**src/rtl/mixed_dir_skid4_pkg.sv**
```systemverilog
// Shared types and defaults for the per-lane skid buffer block.
// Lane state encoding and control bundle used by skid_lane.
package mixed_dir_skid4_pkg;

    localparam int DEF_WIDTH = 8;
    localparam int DEF_N     = 4;

    typedef enum logic [1:0] {
        EMPTY = 2'd0,
        ONE   = 2'd1,
        FULL  = 2'd2
    } lane_state_e;

    typedef struct packed {
        logic load_main;
        logic main_from_skid;
        logic load_skid;
    } lane_ctrl_t;

endpackage

```
**src/rtl/mixed_dir_skid4_skid_lane.sv**
```systemverilog
// Single-lane 2-entry skid buffer; ready and valid come from state flops only,
// so neither handshake direction has a combinational path through the lane.
module skid_lane
    import mixed_dir_skid4_pkg::*;
#(
    parameter int WIDTH = DEF_WIDTH
) (
    input  logic             CLK,
    input  logic             RESET,
    input  logic             up_valid,
    input  logic [WIDTH-1:0] up_data,
    output logic             up_ready,
    output logic             dn_valid,
    output logic [WIDTH-1:0] dn_data,
    input  logic             dn_ready
);

    lane_state_e      state_q;
    lane_state_e      state_d;
    lane_ctrl_t       ctrl;
    logic [WIDTH-1:0] main_q;
    logic [WIDTH-1:0] skid_q;
    logic             in_fire;
    logic             out_fire;

    assign up_ready = (state_q != FULL);
    assign dn_valid = (state_q != EMPTY);
    assign dn_data  = main_q;
    assign in_fire  = up_valid & up_ready;
    assign out_fire = dn_valid & dn_ready;

    always_ff @(posedge CLK) begin
        if (RESET) begin
            state_q <= EMPTY;
        end else begin
            state_q <= state_d;
        end
    end

    always_comb begin
        state_d = state_q;
        ctrl    = '0;
        unique case (state_q)
            EMPTY: begin
                if (in_fire) begin
                    state_d        = ONE;
                    ctrl.load_main = 1'b1;
                end
            end
            ONE: begin
                if (in_fire && !out_fire) begin
                    state_d        = FULL;
                    ctrl.load_skid = 1'b1;
                end else if (in_fire && out_fire) begin
                    ctrl.load_main = 1'b1;
                end else if (out_fire) begin
                    state_d = EMPTY;
                end
            end
            FULL: begin
                if (out_fire) begin
                    state_d             = ONE;
                    ctrl.load_main      = 1'b1;
                    ctrl.main_from_skid = 1'b1;
                end
            end
            default: begin
                state_d = EMPTY;
            end
        endcase
        // Handshakes seen during reset must not touch the data registers.
        if (RESET) begin
            ctrl = '0;
        end
    end

    always_ff @(posedge CLK) begin
        if (ctrl.load_main) begin
            main_q <= ctrl.main_from_skid ? skid_q : up_data;
        end
        if (ctrl.load_skid) begin
            skid_q <= up_data;
        end
    end

endmodule

```
**src/rtl/mixed_dir_skid4.sv**
```systemverilog
// N independent skid-buffer lanes between an upstream source and the
// slice-rotation stage; lanes share only clock and reset.
module mixed_dir_skid4
    import mixed_dir_skid4_pkg::*;
#(
    parameter int WIDTH = DEF_WIDTH,
    parameter int N     = DEF_N
) (
    input  logic             CLK,
    input  logic             RESET,
    input  logic [N-1:0]     I_valid,
    input  logic [N*WIDTH-1:0] I_data,
    output logic [N-1:0]     I_ready,
    output logic [N-1:0]     O_valid,
    output logic [N*WIDTH-1:0] O_data,
    input  logic [N-1:0]     O_ready
);

    for (genvar k = 0; k < N; k++) begin : g_lane
        skid_lane #(
            .WIDTH(WIDTH)
        ) u_lane (
            .CLK      (CLK),
            .RESET    (RESET),
            .up_valid (I_valid[k]),
            .up_data  (I_data[k*WIDTH +: WIDTH]),
            .up_ready (I_ready[k]),
            .dn_valid (O_valid[k]),
            .dn_data  (O_data[k*WIDTH +: WIDTH]),
            .dn_ready (O_ready[k])
        );
    end

endmodule
```
**config.mk**
```make
export PLATFORM = sky130hd
export DESIGN_NAME = mixed_dir_skid4
export DESIGN_NICKNAME = d
export VERILOG_FILES = /design/src/rtl/mixed_dir_skid4_pkg.sv /design/src/rtl/mixed_dir_skid4_skid_lane.sv /design/src/rtl/mixed_dir_skid4.sv
export SDC_FILE = /design/constraint.sdc
export NUM_CORES = 1
export LEC_CHECK = 0
export ABC_AREA = 1
export CORE_MARGIN = 2
export CORE_UTILIZATION = 52
export CTS_CLUSTER_SIZE = 14
export DETAILED_ROUTE_END_ITERATION = 7
export MAX_ROUTING_LAYER = met4
export PLACE_DENSITY = 0.85
export SLEW_MARGIN = 20
export SYNTH_ARGS = -nofsm -noshare
export SYNTH_HDL_FRONTEND = slang
export SYNTH_HIERARCHICAL = 1
export SYNTH_SLANG_ARGS = --single-unit
export TNS_END_PERCENT = 5
```
**constraint.sdc**
```tcl
create_clock -name CLK -period 3.7 [get_ports CLK]
set_clock_uncertainty 0.1 [all_clocks]
set_input_delay 0.74 -clock CLK [delete_from_list [all_inputs] [get_ports CLK]]
set_output_delay 0.74 -clock CLK [all_outputs]
set_load 0.01 [all_outputs]
```
==> impl_metrics.tcl, run 1 <==
set metrics [dict create \
    ys_warn_count 6 \
    setup_violations 0 \
    die_h_um 81.1 \
    ys_seq_area_share_pct 67.4 \
    h-tree-depth 3 \
    hp-start "g_lane[3].u_lane/state_q[0]" \
    hold_path.class "flip-flop to flip-flop" \
    p_switching_mw 0.388 \
    synth.avg_cell_area_um2 10.9 \
    die_area_mm2 0.00657 \
    slowest_stage "clkdlybuf4s50_1" \
    p_per_area_mw_per_mm2 409 \
    hold_ws_ns 0.399 \
    timing.final.crit_share_pct 63.6 \
    wire_per_inst_um 12.9 \
    rrSetupSlack_ns 2.07 \
    start_kind "flip-flop" \
    power_frac_seq_pct 54.2 \
    slew_headroom_pct 56.2 \
    ys_types 13 \
    cts_buffer_depth 2 \
    core_area_mm2 0.00582 \
    rr_worst_depth 5 \
    r2r_end "g_lane[3].u_lane/dn_data[3]" \
    clock_sinks 72 \
    synth.top_cells.by_area "edfxtp_1 62%, nand2_1 13%, nand3_1 5.8%" \
    synthDominantCellAreaShare_pct 62.2 \
    cp_slowest_stage_delay_ns 0.56 \
    cts_resized 0 \
    pwr-share-comb_pct 12.7 \
    clock.fmax_mhz 425 \
    arrival_ns 1.51 \
    grt_max_degree 13 \
    yosysTopAreaCell "edfxtp_1" \
    outcome "finished, final reports clean" \
    drt-total-wl_um 5940 \
    maxCapViolations 0 \
    clock_latency_ns 0.34 \
    hold_buffers 0 \
    place.gp.congestion 0.869 \
    drc_errors 0 \
    syn-cell-area_mm2 0.00309 \
    syn_inst 284 \
    finalMaxSlewViolations 0 \
    worstSetupStartpoint "g_lane[3].u_lane/state_q[1]" \
    ant_nets 0 \
    hold_viol_final 0 \
    synth-seq-cells 72 \
    holdPathStages 1 \
    worstPathCellList "inv_1, nand2_1, clkdlybuf4s50_1" \
    critPathMaxFanout 4 \
    grt_antenna_before_repair 0 \
    cts_buffers 9 \
    drive_above_1_share_pct 10.6 \
    internal-power_mw 1.33 \
    cts_root_buf "clkbuf_8" \
    p_leak_nw 1.73 \
    start_util_pct 53.1 \
    grt_use_total_pct 19.8 \
    switching_share_pct 22.6 \
    die_x_um 81.1 \
    num_vias 2316 \
    synthesis.nets 326 \
    io_buffers 81 \
    diodes 0 \
    cp.required_ns 2.86 \
    cts_tree "built" \
    fin_crit_ns 2.35 \
    firstDrtPassIters 4 \
    ir_drop_mv 0.246 \
    grt_pass1_wl_um 9590 \
    power.total_mw 1.72 \
    place_hpwl_um 4420 \
    post_cts_buffers 0 \
    area_growth_pct 36.3 \
    grt_pass1_vias 2133 \
    power_frac_clock_pct 33.1 \
    tightest_slew_ns 0.654 \
    clk_pin_slew_ns 0.07 \
    io_pins 82 \
    min_to "g_lane[3].u_lane/state_q[1]" \
    crit_type "flip-flop to output pin" \
    viasPerCell 5.02 \
    drt_iter0_markers 127 \
    gr-total-overflow 0 \
    crit_path_end_kind "output pin" \
    reg2reg_from "g_lane[3].u_lane/state_q[1]" \
    final_nets 423 \
    rows 28 \
    setup_tns_ns 0 \
    rsz0062_at_grt "no" \
]
==> worst max-delay path by stage <==
| stage | endpoint | slack (ns) | depth (start not counted) |
|---|---|---|---|
| after floorplan | g_lane[0].u_lane/skid_q[0] | 1.68 | 3 |
| after global placement | g_lane[3].u_lane/dn_data[7] | 1.21 | 5 |
| after detailed placement | g_lane[1].u_lane/dn_data[2] | 1.20 | 5 |
| after CTS | O_valid[3] | 1.35 | 3 |
| after global routing | O_valid[3] | 1.29 | 3 |
| final | O_valid[3] | 1.35 | 3 |
==> critical path: cells and delay by family (launching register included) <==
family,cells,cell delay [ns]
buf+inv,2,0.65
simple gates,1,0.15
flops,1,0.39
==> registers in the layout, summed over array words and instances, names as in the netlist <==
| signal | cells |
|---|---|
| g_lane.u_lane/dn_data | 32 |
| g_lane.u_lane/state_q | 8 |
| g_lane.u_lane/skid_q | 32 |
==> per-layer routing <==
metal	GRT usage (%)	wire length (um)
met1	24.9	2570
met2	31.5	2970
met3	3.78	306
met4	8.98	99
met5	-	0
==> synthesized netlist by cell type <==
library cell / count
inv_2: 8
nand3_1: 36
edfxtp_1: 64
nor2_1: 16
dfxtp_1: 8
a21oi_1: 8
nor3_1: 4
nand2_2: 4
nor2_8: 4
nand2_8: 4
nand2_1: 108
inv_1: 16
inv_4: 4
==> through the flow <==
stage,setup WS (ns),util [%],std cells,area [um^2]
final,1.35,72.4,461,4210
after global routing,1.29,72.4,461,4210
after CTS,1.35,72.4,461,4210
after detailed placement,1.20,69.3,445,4030
after global placement,1.21,69.3,445,4030
after floorplan,1.68,-,284,3090
==> layout make-up <==
cell class              instances  area (um^2)
clock buffers                  11          131
flip-flops and latches         72         2080
repair buffers                 86          848
clock inverters                 5         47.5
fillers                       433         1610
inverters                      28          115
multi-input cells             184          891
well taps                      75         93.8
==> cells by family after synthesis <==
family          Yosys count  share of synthesized area, %
flops                    72                          67.4
simple gates            176                          27.6
buf+inv                  28                          3.73
compound gates            8                          1.30
==> layout by cell type, fill, tap and decap left out, drive strengths merged <==
cell	count
buf	5
a21oi	8
dfxtp	8
inv	28
bufinv	1
nor3	4
nor2	20
nand3	36
clkbuf	11
edfxtp	64
clkinv	4
nand2	116
clkdlybuf4s50	81
==> power by group through the flow <==
stage	logic [mW]	registers [mW]	clock network, mW
after floorplan	0.0873	0.958	0
after global placement	0.213	0.948	0
after detailed placement	0.218	0.950	0
after CTS	0.219	0.932	0.581
after global routing	0.240	0.934	0.609
final	0.219	0.932	0.570
Note: power is estimated with default switching activity, not from simulation.
==> run 2: changes to the inputs <==
--- a/config.mk
+++ b/config.mk
@@ -7,11 +7,11 @@
 export LEC_CHECK = 0
 export ABC_AREA = 1
 export CORE_MARGIN = 2
-export CORE_UTILIZATION = 52
+export CORE_UTILIZATION = 43
 export CTS_CLUSTER_SIZE = 14
 export DETAILED_ROUTE_END_ITERATION = 7
 export MAX_ROUTING_LAYER = met4
-export PLACE_DENSITY = 0.85
+export PLACE_DENSITY = 0.75
 export SLEW_MARGIN = 20
 export SYNTH_ARGS = -nofsm -noshare
 export SYNTH_HDL_FRONTEND = slang
==> constraint.sdc (replaced) <==
create_clock -name CLK -period 1.9 [get_ports CLK]
set_clock_uncertainty 0.1 [all_clocks]
set_input_delay 0.38 -clock CLK [delete_from_list [all_inputs] [get_ports CLK]]
set_output_delay 0.38 -clock CLK [all_outputs]
set_load 0.01 [all_outputs]
==> run 2 against run 1 <==
Against the previous run:
- first-iteration DRC count down 47%
- via count fell by 2.4%
- non-clock buffer count up 5
- critical path type unchanged
==> impl_metrics.tcl, run 2 (synthesis results as in run 1) <==
set metrics [dict create \
    outcome "finished, final reports clean" \
    h-tree-depth 3 \
    cp_slowest_stage_delay_ns 0.54 \
    die_area_mm2 0.00787 \
    crit_type "flip-flop to output pin" \
    firstDrtPassIters 6 \
    final_cells 487 \
    holdPathStages 1 \
    cts_root_buf "clkbuf_8" \
    die_h_um 88.7 \
    nFillCells 549 \
    r2r_end "g_lane[3].u_lane/skid_q[7]" \
    cp.required_ns 1.42 \
    io_buffers 81 \
    worstSetupStartpoint "g_lane[3].u_lane/dn_data[3]" \
    clock.fmax_mhz 580 \
    drt_iter0_markers 67 \
    reg2reg_from "g_lane[3].u_lane/state_q[1]" \
    io_pins 82 \
    final_nets 428 \
    rr_worst_depth 4 \
    grt_pass1_vias 2134 \
    critPathMaxFanout 1 \
    drive_above_1_share_pct 14.6 \
    place_hpwl_um 4480 \
    finalMaxSlewViolations 0 \
    min_to "g_lane[0].u_lane/state_q[1]" \
    crit_family "buffers and inverters" \
    grt_antenna_before_repair 0 \
    viasPerCell 4.64 \
    rsz0062_at_grt "no" \
    setup_tns_ns 0 \
    ant_nets 0 \
    hold_ws_ns 0.356 \
    slowest_stage "clkdlybuf4s50_1" \
    slew_headroom_pct 86.6 \
    final_area_mm2 0.00434 \
    rrSetupSlack_ns 0.58 \
    crit_path_end_kind "output pin" \
    cts_buffers 9 \
    start_util_pct 45.0 \
    path_buf_inv 1 \
    grt_max_degree 14 \
    p_leak_nw 1.79 \
    wire_per_inst_um 12.3 \
    final_common_cell "nand2_1" \
    multiInputGateArea_um2 891 \
    diodes 0 \
    arrival_ns 1.24 \
    fin_crit_ns 1.72 \
    clock_sinks 72 \
    drt-total-wl_um 5970 \
    maxCapViolations 0 \
    hold_viol_final 0 \
    ir_drop_mv 0.496 \
    hold_buffers 0 \
    grt_pass1_wl_um 9570 \
    num_vias 2261 \
    post_dp_cell_area_mm2 0.00411 \
    die_x_um 88.7 \
    hp-start "g_lane[0].u_lane/state_q[0]" \
    place.gp.congestion 0.753 \
    worstPathCellList "clkdlybuf4s50_1" \
    setup_violations 0 \
    start_kind "flip-flop" \
    p_per_area_mw_per_mm2 818 \
    dpl.cell_count 471 \
    area_growth_pct 40.4 \
    cts_tree "built" \
    clk_pin_slew_ns 0.07 \
    seq_area_mm2 0.00209 \
    core_area_mm2 0.00687 \
    post-route-util_pct 63.1 \
    rows 30 \
    cts_buffer_depth 2 \
    gr-total-overflow 0 \
    mostFrequentLayoutCells "108 x nand2_1, 73 x clkdlybuf4s50_1, 64 x edfxtp_1" \
    grt_use_total_pct 16.9 \
    clock_latency_ns 0.34 \
    drc_errors 0 \
    tightest_slew_ns 0.199 \
    timing.final.crit_share_pct 90.7 \
    hold_path.class "flip-flop to flip-flop" \
]
==> run 2: cell count changes in the layout (fill, tap and decap cells not counted), moves of 2 or more <==
cell,before,now
buf_4,5,9
dlymetal6s2s_1,0,3
dlygate4sd2_1,0,5
dfxtp_2,0,7
clkinv_1,2,0
clkbuf_1,2,0
clkdlybuf4s50_1,81,73
dfxtp_1,8,1
==> run 2: worst max path at each step <==
stage / to / slack, ns / depth (start not counted)
after floorplan: g_lane[0].u_lane/skid_q[0] / 0.24 / 3
after CTS: I_ready[2] / 0.007 / 3
after global routing: O_valid[1] / 0.11 / 3
after detailed placement: g_lane[3].u_lane/skid_q[5] / 0.008 / 4
final: O_data[27] / 0.18 / 1
after global placement: g_lane[3].u_lane/skid_q[2] / 0.05 / 4
==> run 2: report_power, final <==
part	leakage (nW)	total [mW]	switching [mW]	internal (mW)
combinational	1.02	0.430	0.217	0.214
sequential	0.656	1.82	0.0241	1.79
clock	0.110	1.30	0.559	0.740
total	1.79	3.55	0.800	2.75
==> run 2: metrics by stage <==
stage / setup slack, ns / total power, mW
after detailed placement: 0.00816 / 2.29
after CTS: 0.00709 / 3.59
after floorplan: 0.243 / 2.04
after global placement: 0.0458 / 2.28
final: 0.176 / 3.55
after global routing: 0.106 / 3.69
==> run 2: repair_timing <==
| item | CTS | global route |
|---|---|---|
| gates cloned | 0 | 0 |
| gates resized for setup | 12 | 3 |
| buffers inserted | 0 | 0 |
| endpoints found under the setup margin | 8 | 3 |
==> run 2: layout make-up <==
cell class,instances,share of cell area [%]
clock buffers,9,2.86
clock inverters,7,2.19
inverters,28,2.66
multi-input cells,184,20.5
flip-flops and latches,72,48.2
well taps,96,2.77
repair buffers,91,20.8
==> run 2: routing by layer <==
metal | GRT usage [%] | part of all wire [%] | routed length, um
met1 | 18.8 | 41 | 2470
met4 | 6.89 | 1.6 | 97
met5 | - | 0 | 0
met3 | 5.32 | 5.4 | 320
met2 | 28.1 | 52 | 3080
==> run 3: changes to the inputs <==
--- a/config.mk
+++ b/config.mk
@@ -12,6 +12,7 @@
 export DETAILED_ROUTE_END_ITERATION = 7
 export MAX_ROUTING_LAYER = met4
 export PLACE_DENSITY = 0.75
+export SETUP_SLACK_MARGIN = 0.5
 export SLEW_MARGIN = 20
 export SYNTH_ARGS = -nofsm -noshare
 export SYNTH_HDL_FRONTEND = slang
==> run 3 against run 2 <==
Against the previous run:
- cell count up 4.7%
- highest routed layer unchanged
- die area unchanged
- flip-flop and latch count unchanged
- worst setup slack better by 0.28 ns
- clock power down 12%
- register-to-register slack worse by 0.05 ns
- sequential share of layout area down 3.5 points
- total power down 1.6%
==> impl_metrics.tcl, run 3 (synthesis results as in run 1) <==
set metrics [dict create \
    outcome "finished, final reports clean" \
    grt_antenna_before_repair 0 \
    clock_sinks 72 \
    drive_above_1_share_pct 27.3 \
    area_growth_pct 52.3 \
    final_nets 451 \
    timing.final.crit_share_pct 75.8 \
    grt_max_degree 13 \
    gr-total-overflow 0 \
    critPathMaxFanout 3 \
    final_cells 510 \
    drc_errors 0 \
    pre_cts_ws_ns 0.0713 \
    setup_violations 0 \
    hold_viol_final 0 \
    firstDrtPassIters 4 \
    start_util_pct 45.0 \
    ir_drop_mv 0.346 \
    die_area_mm2 0.00787 \
    die_x_um 88.7 \
    rsz0062_at_grt "yes" \
    tightest_slew_ns 0.218 \
    cts_tree "built" \
    p_per_area_mw_per_mm2 742 \
    grt_pass1_wl_um 9720 \
    hold_buffers 0 \
    clock_latency_ns 0.33 \
    maxCapViolations 0 \
    rrSetupSlack_ns 0.53 \
    clock.fmax_mhz 694 \
    dpl.cell_count 471 \
    power.total_mw 3.49 \
    grt_use_total_pct 16.9 \
    final_common_cell "nand2_1" \
    slew_headroom_pct 85.4 \
    place_hpwl_um 4440 \
    p_leak_nw 2.02 \
    h-tree-depth 3 \
    cp.required_ns 1.42 \
    core_area_mm2 0.00687 \
    worstPathCellList "inv_4, nand2_4, buf_6" \
    cp_slowest_stage_delay_ns 0.34 \
    mostFrequentLayoutCells "96 x nand2_1, 64 x edfxtp_1, 36 x nand3_1" \
    setup_tns_ns 0 \
    num_vias 2401 \
    fin_crit_ns 1.44 \
    diodes 0 \
    clk_pin_slew_ns 0.07 \
    reg2reg_from "g_lane[1].u_lane/state_q[0]" \
    io_pins 82 \
    drt_iter0_markers 63 \
    rows 30 \
    cts_buffers 9 \
    crit_path_end_kind "output pin" \
    place.gp.congestion 0.808 \
    slowest_stage "dfxtp_2" \
    start_kind "flip-flop" \
    arrival_ns 0.96 \
    rr_worst_depth 7 \
    wire_per_inst_um 12.7 \
    grt_pass1_vias 2229 \
    fin_ws_ns 0.460 \
    worstSetupStartpoint "g_lane[2].u_lane/state_q[0]" \
    crit_path_end "I_ready[2]" \
    hold_ws_ns 0.331 \
    ant_nets 0 \
    cts_buffer_depth 2 \
    drt-total-wl_um 6450 \
    post-route-util_pct 68.5 \
    cts_root_buf "clkbuf_8" \
    io_buffers 81 \
    r2r_end "g_lane[1].u_lane/dn_data[1]" \
    finalMaxSlewViolations 0 \
    die_h_um 88.7 \
    hold_path.class "input port to flip-flop" \
    crit_type "flip-flop to output pin" \
    post_dp_cell_area_mm2 0.00415 \
    viasPerCell 4.71 \
    final_area_mm2 0.00470 \
]
-- run 3: power breakdown --
group	internal, mW	leakage (nW)	switching (mW)
logic	0.267	1.27	0.260
registers	1.79	0.658	0.0249
clock network	0.637	0.0940	0.512
-- run 3: worst min path at each step --
stage | startpoint | to | slack (ns) | cells after the start
finish | O_ready[3] | g_lane[3].u_lane/state_q[1] | 0.33 | 4
global route | O_ready[3] | g_lane[3].u_lane/state_q[1] | 0.34 | 4
CTS | g_lane[3].u_lane/state_q[0] | g_lane[3].u_lane/state_q[1] | 0.38 | 1
detailed placement | g_lane[3].u_lane/state_q[0] | g_lane[3].u_lane/state_q[1] | 0.40 | 1
global placement | g_lane[1].u_lane/state_q[0] | g_lane[1].u_lane/state_q[1] | 0.37 | 1
floorplan | g_lane[0].u_lane/state_q[0] | g_lane[0].u_lane/state_q[1] | 0.36 | 1
-- run 3: worst max-delay path, delay by kind of cell (launching register included) --
| kind | cells | cell delay, ns |
|---|---|---|
| flip-flops | 1 | 0.34 |
| buffers and inverters | 2 | 0.21 |
| AND/OR/NAND/NOR | 1 | 0.08 |
-- run 3: final cells by class --
type                    instances  area (um^2)
clock buffers                  12          145
clock inverters                 4         46.3
flip-flops and latches         72         2100
inverters                      28          133
fillers                       482         2170
multi-input cells             184          998
repair buffers                114         1160
well taps                      96          120
-- run 3: repair_timing --
action,CTS,global route
setup endpoints to repair,125,129
pin swaps,6,3
resized for setup,142,21
endpoints found under the hold margin,0,0
buffers inserted,16,6
cloned,1,0
-- run 3: metal layers --
metal | vias to the layer above | GRT usage, % | part of all wire, %
li1 | 1212 | - | -
met1 | 1121 | 19.2 | 42
met2 | 64 | 28.0 | 53
met3 | 4 | 3.08 | 4.0
met4 | 0 | 9.78 | 1.0
met5 | - | - | 0
